[src/rtl/global_branch_pred_pkg.sv]
`default_nettype none
// ============================================================================
// Module   : global_branch_pred_pkg
// Purpose  : Shared types and helpers for the gshare direction predictor.
//            Provides the 2-bit saturating counter encodings and the
//            counter-update function used by the pattern history table.
// Revision : 1.0 - initial release
// ============================================================================
package global_branch_pred_pkg;

    typedef logic [1:0] ctr_t;

    localparam ctr_t SNT = 2'b00;   // strongly not-taken
    localparam ctr_t WNT = 2'b01;   // weakly not-taken (reset value)
    localparam ctr_t WT  = 2'b10;   // weakly taken
    localparam ctr_t ST  = 2'b11;   // strongly taken

    // One saturating step of a counter toward the resolved direction.
    function automatic ctr_t sat_next(input ctr_t ctr, input logic taken);
        ctr_t r;
        if (taken) begin
            r = (ctr == ST) ? ST : ctr + 2'd1;
        end else begin
            r = (ctr == SNT) ? SNT : ctr - 2'd1;
        end
        return r;
    endfunction

endpackage
`default_nettype wire

[src/rtl/global_branch_pred_if.sv]
`default_nettype none
// ============================================================================
// Module   : global_branch_pred_if
// Purpose  : Pipeline <-> predictor signal bundle.
//   master : pipeline side, drives stall/flush, D-stage PC/branch flag and
//            the resolved E-stage direction; receives prediction outputs.
//   slave  : predictor side.
//   Signals: stallD, flushD, flushE, pcD[31:0], branchD, actual_takenE,
//            pred_takenD, mispredictE, ghr[GHR_W-1:0]
// Revision : 1.0 - initial release
// ============================================================================
interface global_branch_pred_if #(
    parameter int GHR_W = 8
);
    logic             stallD;
    logic             flushD;
    logic             flushE;
    logic [31:0]      pcD;
    logic             branchD;
    logic             actual_takenE;
    logic             pred_takenD;
    logic             mispredictE;
    logic [GHR_W-1:0] ghr;

    modport master (
        output stallD, flushD, flushE, pcD, branchD, actual_takenE,
        input  pred_takenD, mispredictE, ghr
    );

    modport slave (
        input  stallD, flushD, flushE, pcD, branchD, actual_takenE,
        output pred_takenD, mispredictE, ghr
    );
endinterface
`default_nettype wire

[src/rtl/global_branch_pred_pht_2bit.sv]
`default_nettype none
// ============================================================================
// Module   : pht_2bit
// Purpose  : Pattern history table of 2**INDEX_W two-bit saturating counters.
//   clk, rst  : clock, synchronous active-high reset (all entries -> WNT)
//   rd_idx    : combinational read index; rd_ctr is the counter there
//   wr_en     : update enable; wr_idx entry steps toward wr_taken
//   A write is not forwarded to a same-cycle read of the same entry.
// Revision : 1.0 - initial release
// ============================================================================
module pht_2bit
    import global_branch_pred_pkg::*;
#(
    parameter int INDEX_W = 8
) (
    input  wire logic               clk,
    input  wire logic               rst,
    input  wire logic [INDEX_W-1:0] rd_idx,
    output ctr_t                    rd_ctr,
    input  wire logic [INDEX_W-1:0] wr_idx,
    input  wire logic               wr_taken,
    input  wire logic               wr_en
);
    localparam int DEPTH = 1 << INDEX_W;

    ctr_t pht_q [DEPTH];
    ctr_t pht_d [DEPTH];

    assign rd_ctr = pht_q[rd_idx];

    always_comb begin
        pht_d = pht_q;
        if (wr_en) begin
            pht_d[wr_idx] = sat_next(pht_q[wr_idx], wr_taken);
        end
    end

    always_ff @(posedge clk) begin
        if (rst) begin
            for (int i = 0; i < DEPTH; i++) begin
                pht_q[i] <= WNT;
            end
        end else begin
            pht_q <= pht_d;
        end
    end

endmodule
`default_nettype wire

[src/rtl/global_branch_pred.sv]
`default_nettype none
// ============================================================================
// Module   : global_branch_pred
// Purpose  : gshare direction predictor. Looks up in Decode, carries its own
//            D->E checkpoint and resolves/recovers in Execute.
//   clk, rst : clock, synchronous active-high reset
//   bp       : slave side of global_branch_pred_if
//              (stallD, flushD, flushE, pcD, branchD, actual_takenE in;
//               pred_takenD, mispredictE, ghr out)
// Revision : 1.0 - initial release
// ============================================================================
module global_branch_pred
    import global_branch_pred_pkg::*;
#(
    parameter int INDEX_W = 8,
    parameter int GHR_W   = 8
) (
    input wire logic       clk,
    input wire logic       rst,
    global_branch_pred_if.slave bp
);
    logic [GHR_W-1:0]   ghr_q,     ghr_d;
    logic               valid_e_q, valid_e_d;
    logic               pred_e_q,  pred_e_d;
    logic [INDEX_W-1:0] idx_e_q,   idx_e_d;
    logic [GHR_W-1:0]   ckpt_e_q,  ckpt_e_d;

    logic [INDEX_W-1:0] idx_lookup;
    ctr_t               rd_ctr;
    logic               pred_taken;
    logic               mispredict;
    logic               unused_pc;

    // Word-aligned PC bits hashed with the zero-extended history.
    assign idx_lookup = bp.pcD[INDEX_W+1:2] ^ INDEX_W'(ghr_q);
    assign unused_pc  = ^{bp.pcD[31:INDEX_W+2], bp.pcD[1:0]};

    pht_2bit #(
        .INDEX_W (INDEX_W)
    ) u_pht (
        .clk      (clk),
        .rst      (rst),
        .rd_idx   (idx_lookup),
        .rd_ctr   (rd_ctr),
        .wr_idx   (idx_e_q),
        .wr_taken (bp.actual_takenE),
        .wr_en    (valid_e_q)
    );

    assign pred_taken = bp.branchD & ~bp.flushD & rd_ctr[1];
    assign mispredict = valid_e_q & (pred_e_q != bp.actual_takenE);

    assign bp.pred_takenD = pred_taken;
    assign bp.mispredictE = mispredict;
    assign bp.ghr         = ghr_q;

    always_comb begin
        ghr_d     = ghr_q;
        valid_e_d = valid_e_q;
        pred_e_d  = pred_e_q;
        idx_e_d   = idx_e_q;
        ckpt_e_d  = ckpt_e_q;

        // Recovery wins: the D-stage instruction this cycle is wrong-path.
        if (mispredict) begin
            ghr_d = {ckpt_e_q[GHR_W-2:0], bp.actual_takenE};
        end else if (bp.branchD & ~bp.stallD & ~bp.flushD) begin
            ghr_d = {ghr_q[GHR_W-2:0], pred_taken};
        end

        // A stalled D stage hands a bubble to E, same as a flush.
        if (bp.flushE | bp.stallD) begin
            valid_e_d = 1'b0;
        end else begin
            valid_e_d = bp.branchD & ~bp.flushD;
            pred_e_d  = pred_taken;
            idx_e_d   = idx_lookup;
            ckpt_e_d  = ghr_q;
        end
    end

    always_ff @(posedge clk) begin
        if (rst) begin
            ghr_q     <= '0;
            valid_e_q <= 1'b0;
            pred_e_q  <= 1'b0;
            idx_e_q   <= '0;
            ckpt_e_q  <= '0;
        end else begin
            ghr_q     <= ghr_d;
            valid_e_q <= valid_e_d;
            pred_e_q  <= pred_e_d;
            idx_e_q   <= idx_e_d;
            ckpt_e_q  <= ckpt_e_d;
        end
    end

endmodule
`default_nettype wire

[src/flat_wrapper.sv]
// flat-port wrapper written by rule: the top's interface ports become plain ports
module global_branch_pred_flat import global_branch_pred_pkg::*;
#(
    parameter int INDEX_W = 8,
    parameter int GHR_W   = 8
)
  (clk, rst, bp_stallD, bp_flushD, bp_flushE, bp_pcD, bp_branchD, bp_actual_takenE, bp_pred_takenD, bp_mispredictE, bp_ghr);
  global_branch_pred_if #(.GHR_W(GHR_W)) bp_i ();
  input wire logic clk;
  input wire logic rst;
  input wire logic [$bits(bp_i.stallD)-1:0] bp_stallD;
  input wire logic [$bits(bp_i.flushD)-1:0] bp_flushD;
  input wire logic [$bits(bp_i.flushE)-1:0] bp_flushE;
  input wire logic [$bits(bp_i.pcD)-1:0] bp_pcD;
  input wire logic [$bits(bp_i.branchD)-1:0] bp_branchD;
  input wire logic [$bits(bp_i.actual_takenE)-1:0] bp_actual_takenE;
  output wire logic [$bits(bp_i.pred_takenD)-1:0] bp_pred_takenD;
  output wire logic [$bits(bp_i.mispredictE)-1:0] bp_mispredictE;
  output wire logic [$bits(bp_i.ghr)-1:0] bp_ghr;
  assign bp_i.stallD = bp_stallD;
  assign bp_i.flushD = bp_flushD;
  assign bp_i.flushE = bp_flushE;
  assign bp_i.pcD = bp_pcD;
  assign bp_i.branchD = bp_branchD;
  assign bp_i.actual_takenE = bp_actual_takenE;
  assign bp_pred_takenD = bp_i.pred_takenD;
  assign bp_mispredictE = bp_i.mispredictE;
  assign bp_ghr = bp_i.ghr;
  global_branch_pred #(.INDEX_W(INDEX_W), .GHR_W(GHR_W)) u_core (.clk(clk), .rst(rst), .bp(bp_i));
endmodule
[config.mk]
export PLATFORM = sky130hd
export DESIGN_NAME = global_branch_pred_flat
export DESIGN_NICKNAME = d
export VERILOG_FILES = /design/src/rtl/global_branch_pred_pkg.sv /design/src/rtl/global_branch_pred_if.sv /design/src/rtl/global_branch_pred_pht_2bit.sv /design/src/rtl/global_branch_pred.sv /design/src/flat_wrapper.sv
export SDC_FILE = /design/constraint.sdc
export NUM_CORES = 1
export LEC_CHECK = 0
export ABC_CLOCK_PERIOD_IN_PS = 5500
export CORE_MARGIN = 1
export CORE_UTILIZATION = 35
export CTS_CLUSTER_SIZE = 16
export DETAILED_ROUTE_END_ITERATION = 10
export SLEW_MARGIN = 10
export SYNTH_ARGS = -nofsm -noshare
export SYNTH_HDL_FRONTEND = slang
export SYNTH_SLANG_ARGS = --single-unit
[constraint.sdc]
create_clock -name clk -period 5.5 [get_ports clk]
set_clock_uncertainty 0.1 [all_clocks]
set_input_delay 0.55 -clock clk [delete_from_list [all_inputs] [get_ports clk]]
set_output_delay 0.55 -clock clk [all_outputs]
set_load 0.02 [all_outputs]
==> run metrics <==
# rows 100; Reg-to-Reg Start u_core.idx_e_q[0]$_SDFFE_PP0N_; final WL 91700 um; syn_area_per_cell 9.32 sq um; final max-slew violation count 0; met3 Usage GRT 3.80%; Hold Path Depth 2; port bufs 24; CP max stage delay 0.60 ns; gr busiest metal met2; RSZ-0062 raised after global routing false; Final #Nets 2727; HPWL Detailed 56600 um; total global-route track usage 23.0%; later-pin clock latency in the skew report 0.64 ns; Total Power 8.66 mW; Setup WS pre-CTS 0.426 ns; I/O Pins 49; first-pass GRT wire length 139000 um; GRT Residual Overflow 0; power per cell area 294 nW/um^2; global-route met1 utilization 31.0%; R2R Setup Slk 0.69 ns; layout cells sized above 1 14.0%; crit path max-delay cell type clkdlybuf4s50_1; fmax 195 MHz; Hold Fails Final Rpt 0; clk sinks 537; cell taking the most area after synthesis dfxtp_1; mux contribution to synthesized area 17.1%; number of flops mapped to enable cells by yosys 0; Hold Buf Count CTS 0; DRT iter0 DRCs 3223; gpl congestion 0.889; main combinational cell family by area after synthesis compound AO/OA/AOI/OAI gates; Core ar. 74900 sq um; Synth Area in Simple Gates 8.82%; top cells by area, synth dfxtp_1 40%, mux4_2 12%, a311oi_1 8.4%; Die X 278 um; htree depth 2; Placed Instances 3598; M2 GR Usage 36.4%; Syn Inst Count 2859; hold slack final 0.281 ns; Initial Utilization 35.6%; slew margin rel. 21.6%; wire per inst 24.8 um; Critical Path Fanout Max 10; outcome completed; vias in the first global route 22.5k; Leak Pwr 8.87 nW; Num CTS Buffers 57; CP Cell Sequence xnor2_4, buf_4, mux4_2, mux4_2, nor3_1, or4_1, a311oi_1, or2_2, clkdlybuf4s50_1; die area 77300 sq um; Vias per Instance 6.50; Die Y 278 um; Hold WC Path Type primary input to register; main flop type after synthesis dfxtp_1; number of setup buffers added after CTS 0; Remaining DRCs 0; Synth-to-Final Area Change 10.5%; initial antenna violation count 0; clock transition at the registers of the reported paths 0.06 ns; crit start category register; Worst Slack Setup Final 0.360 ns; FF-to-FF End u_core.u_pht.pht_q[477]$_SDFFE_PP0P_; synthesized flop and latch total 537; Worst VDD drop 0.000237 V; count of unique library cells instantiated by Yosys 63; hold endpoint u_core.ckpt_e_q[4]$_SDFFE_PP0N_; fraction of registers with async set/reset 0%; top cell type's share of synthesized area 40.3%; n_diodes 0; post-synthesis xor/xnor area fraction 0.488%; pin count of the biggest net entering global routing 103; Hold Path Origin rst; Critical Path Sink Type output pin; Synth Area in Compound Gates 27.1%; CTS tree built; via count 24.0k; fin cells 3699; max cap viols 0; syn_nets 2898; sequential area share after synthesis 40.3%; Setup TNS 0 ns; Synth Area in Adders 0.0845%; final setup fails 0; Clock Tree Buf Depth 3; fin crit share 93.4%; R2R cell count 9; crit-path most repeated cell mux4_2; Synthesis Warnings 0; cts repair resizes 0; Critical Path RT 4.85 ns; Pre-antenna DRT Iters 6; ANT nets after route 0; final worst path period need 5.14 ns; worst slew pin tran 1.17 ns; CP Class register to output pin; root buffer cell clkbuf_16; cell area after synthesis 26700 sq um; Worst Path Arrival 4.49 ns
[cells by family after synthesis]
family / Yosys count
compound gates: 1114
xor+xnor: 14
fa+ha+maj: 2
buf+inv: 359
flops: 537
mux: 284
simple gates: 549
[worst max-delay path by stage]
stage | startpoint | end | slack [ns] | depth (start not counted)
2_1_floorplan | bp_pcD[3] | bp_pred_takenD | 1.67 | 8
4_1_cts | u_core.bp.ghr[0]$_SDFFE_PP0P_ | bp_pred_takenD | 0.36 | 9
5_1_grt | u_core.bp.ghr[0]$_SDFFE_PP0P_ | bp_pred_takenD | 0.28 | 9
3_5_place_dp | bp_pcD[2] | bp_pred_takenD | 0.43 | 10
3_3_place_gp | bp_pcD[2] | bp_pred_takenD | 0.44 | 10
6_report | u_core.bp.ghr[0]$_SDFFE_PP0P_ | bp_pred_takenD | 0.36 | 9
[layout by cell type, fill, tap and decap left out, drive strengths merged, types with 20 or more instances in the layout]
cell / netlist / routed
nor3: 20 / 20
nor2: 84 / 84
clkbuf: 248 / 86
o311ai: 56 / 56
mux2i: 145 / 145
nand2: 339 / 339
nand4: 21 / 21
o21ai: 226 / 226
nand3: 40 / 40
o211ai: 54 / 54
mux4: 137 / 137
buf: 105 / 100
a22oi: 54 / 54
dfxtp: 537 / 537
a21oi: 415 / 415
a311oi: 256 / 256
clkdlybuf4s50: 0 / 23
[per-stage QoR]
stage	instance area, sq um	utilization, %
after floorplan	26700	-
after global placement	27600	36.9
after detailed placement	27600	36.9
after CTS	29500	39.3
after global routing	29500	39.3
final	29500	39.3
[area by class of cell]
| cell class | instances | area, sq um |
|---|---|---|
| Clock inverter | 15 | 110 |
| Timing Repair Buffer | 123 | 1100 |
| Tap cell | 969 | 1210 |
| Clock buffer | 86 | 1710 |
| Sequential cell | 537 | 10800 |
| Multi-Input combinational cell | 1963 | 14500 |
| Fill cell | 7233 | 45500 |
| Inverter | 6 | 23.8 |
[synthesized netlist by cell type (all sizes together), types with 7 or more instances]
master and number:
o311ai 56, nand4 21, o21ai 226, a21oi 415, a22oi 54, mux4 137, mux2i 145, clkbuf 248
nor2b 7, xor2 8, a211oi 18, a311oi 256, o211ai 54, nor2 84, nand2 339, nor3 20
dfxtp 537, nand2b 8, buf 105, nand3 40
[report_power, final]
group	internal [mW]	total, mW	switching [mW]
registers	3.90	3.94	0.0415
clock network	2.17	3.81	1.64
logic	0.229	0.911	0.682
total	6.30	8.66	2.36
[state kept, by name, summed over array words and instances, names as in the netlist]
name,flops
u_core.idx_e_q,8
u_core.ckpt_e_q,7
u_core.pred_e_q,1
u_core.bp.ghr,8
u_core.valid_e_q,1
u_core.u_pht.pht_q,512
[critical path, delay by kind of cell, from the launching register on]
family | cells | cell delay (ns)
AO/OA/AOI/OAI | 1 | 0.49
AND/OR/NAND/NOR | 3 | 0.84
flip-flops | 1 | 0.43
multiplexers | 2 | 0.60
buffers and inverters | 2 | 0.95
XOR/XNOR | 1 | 0.52
[layer usage]
metal / up-vias / routed length (um)
met5: - / 0
met2: 1327 / 42000
met1: 11800 / 37800
met3: 229 / 8390
met4: 0 / 3540
li1: 10700 / -
Power figures use the tool's default switching activity.
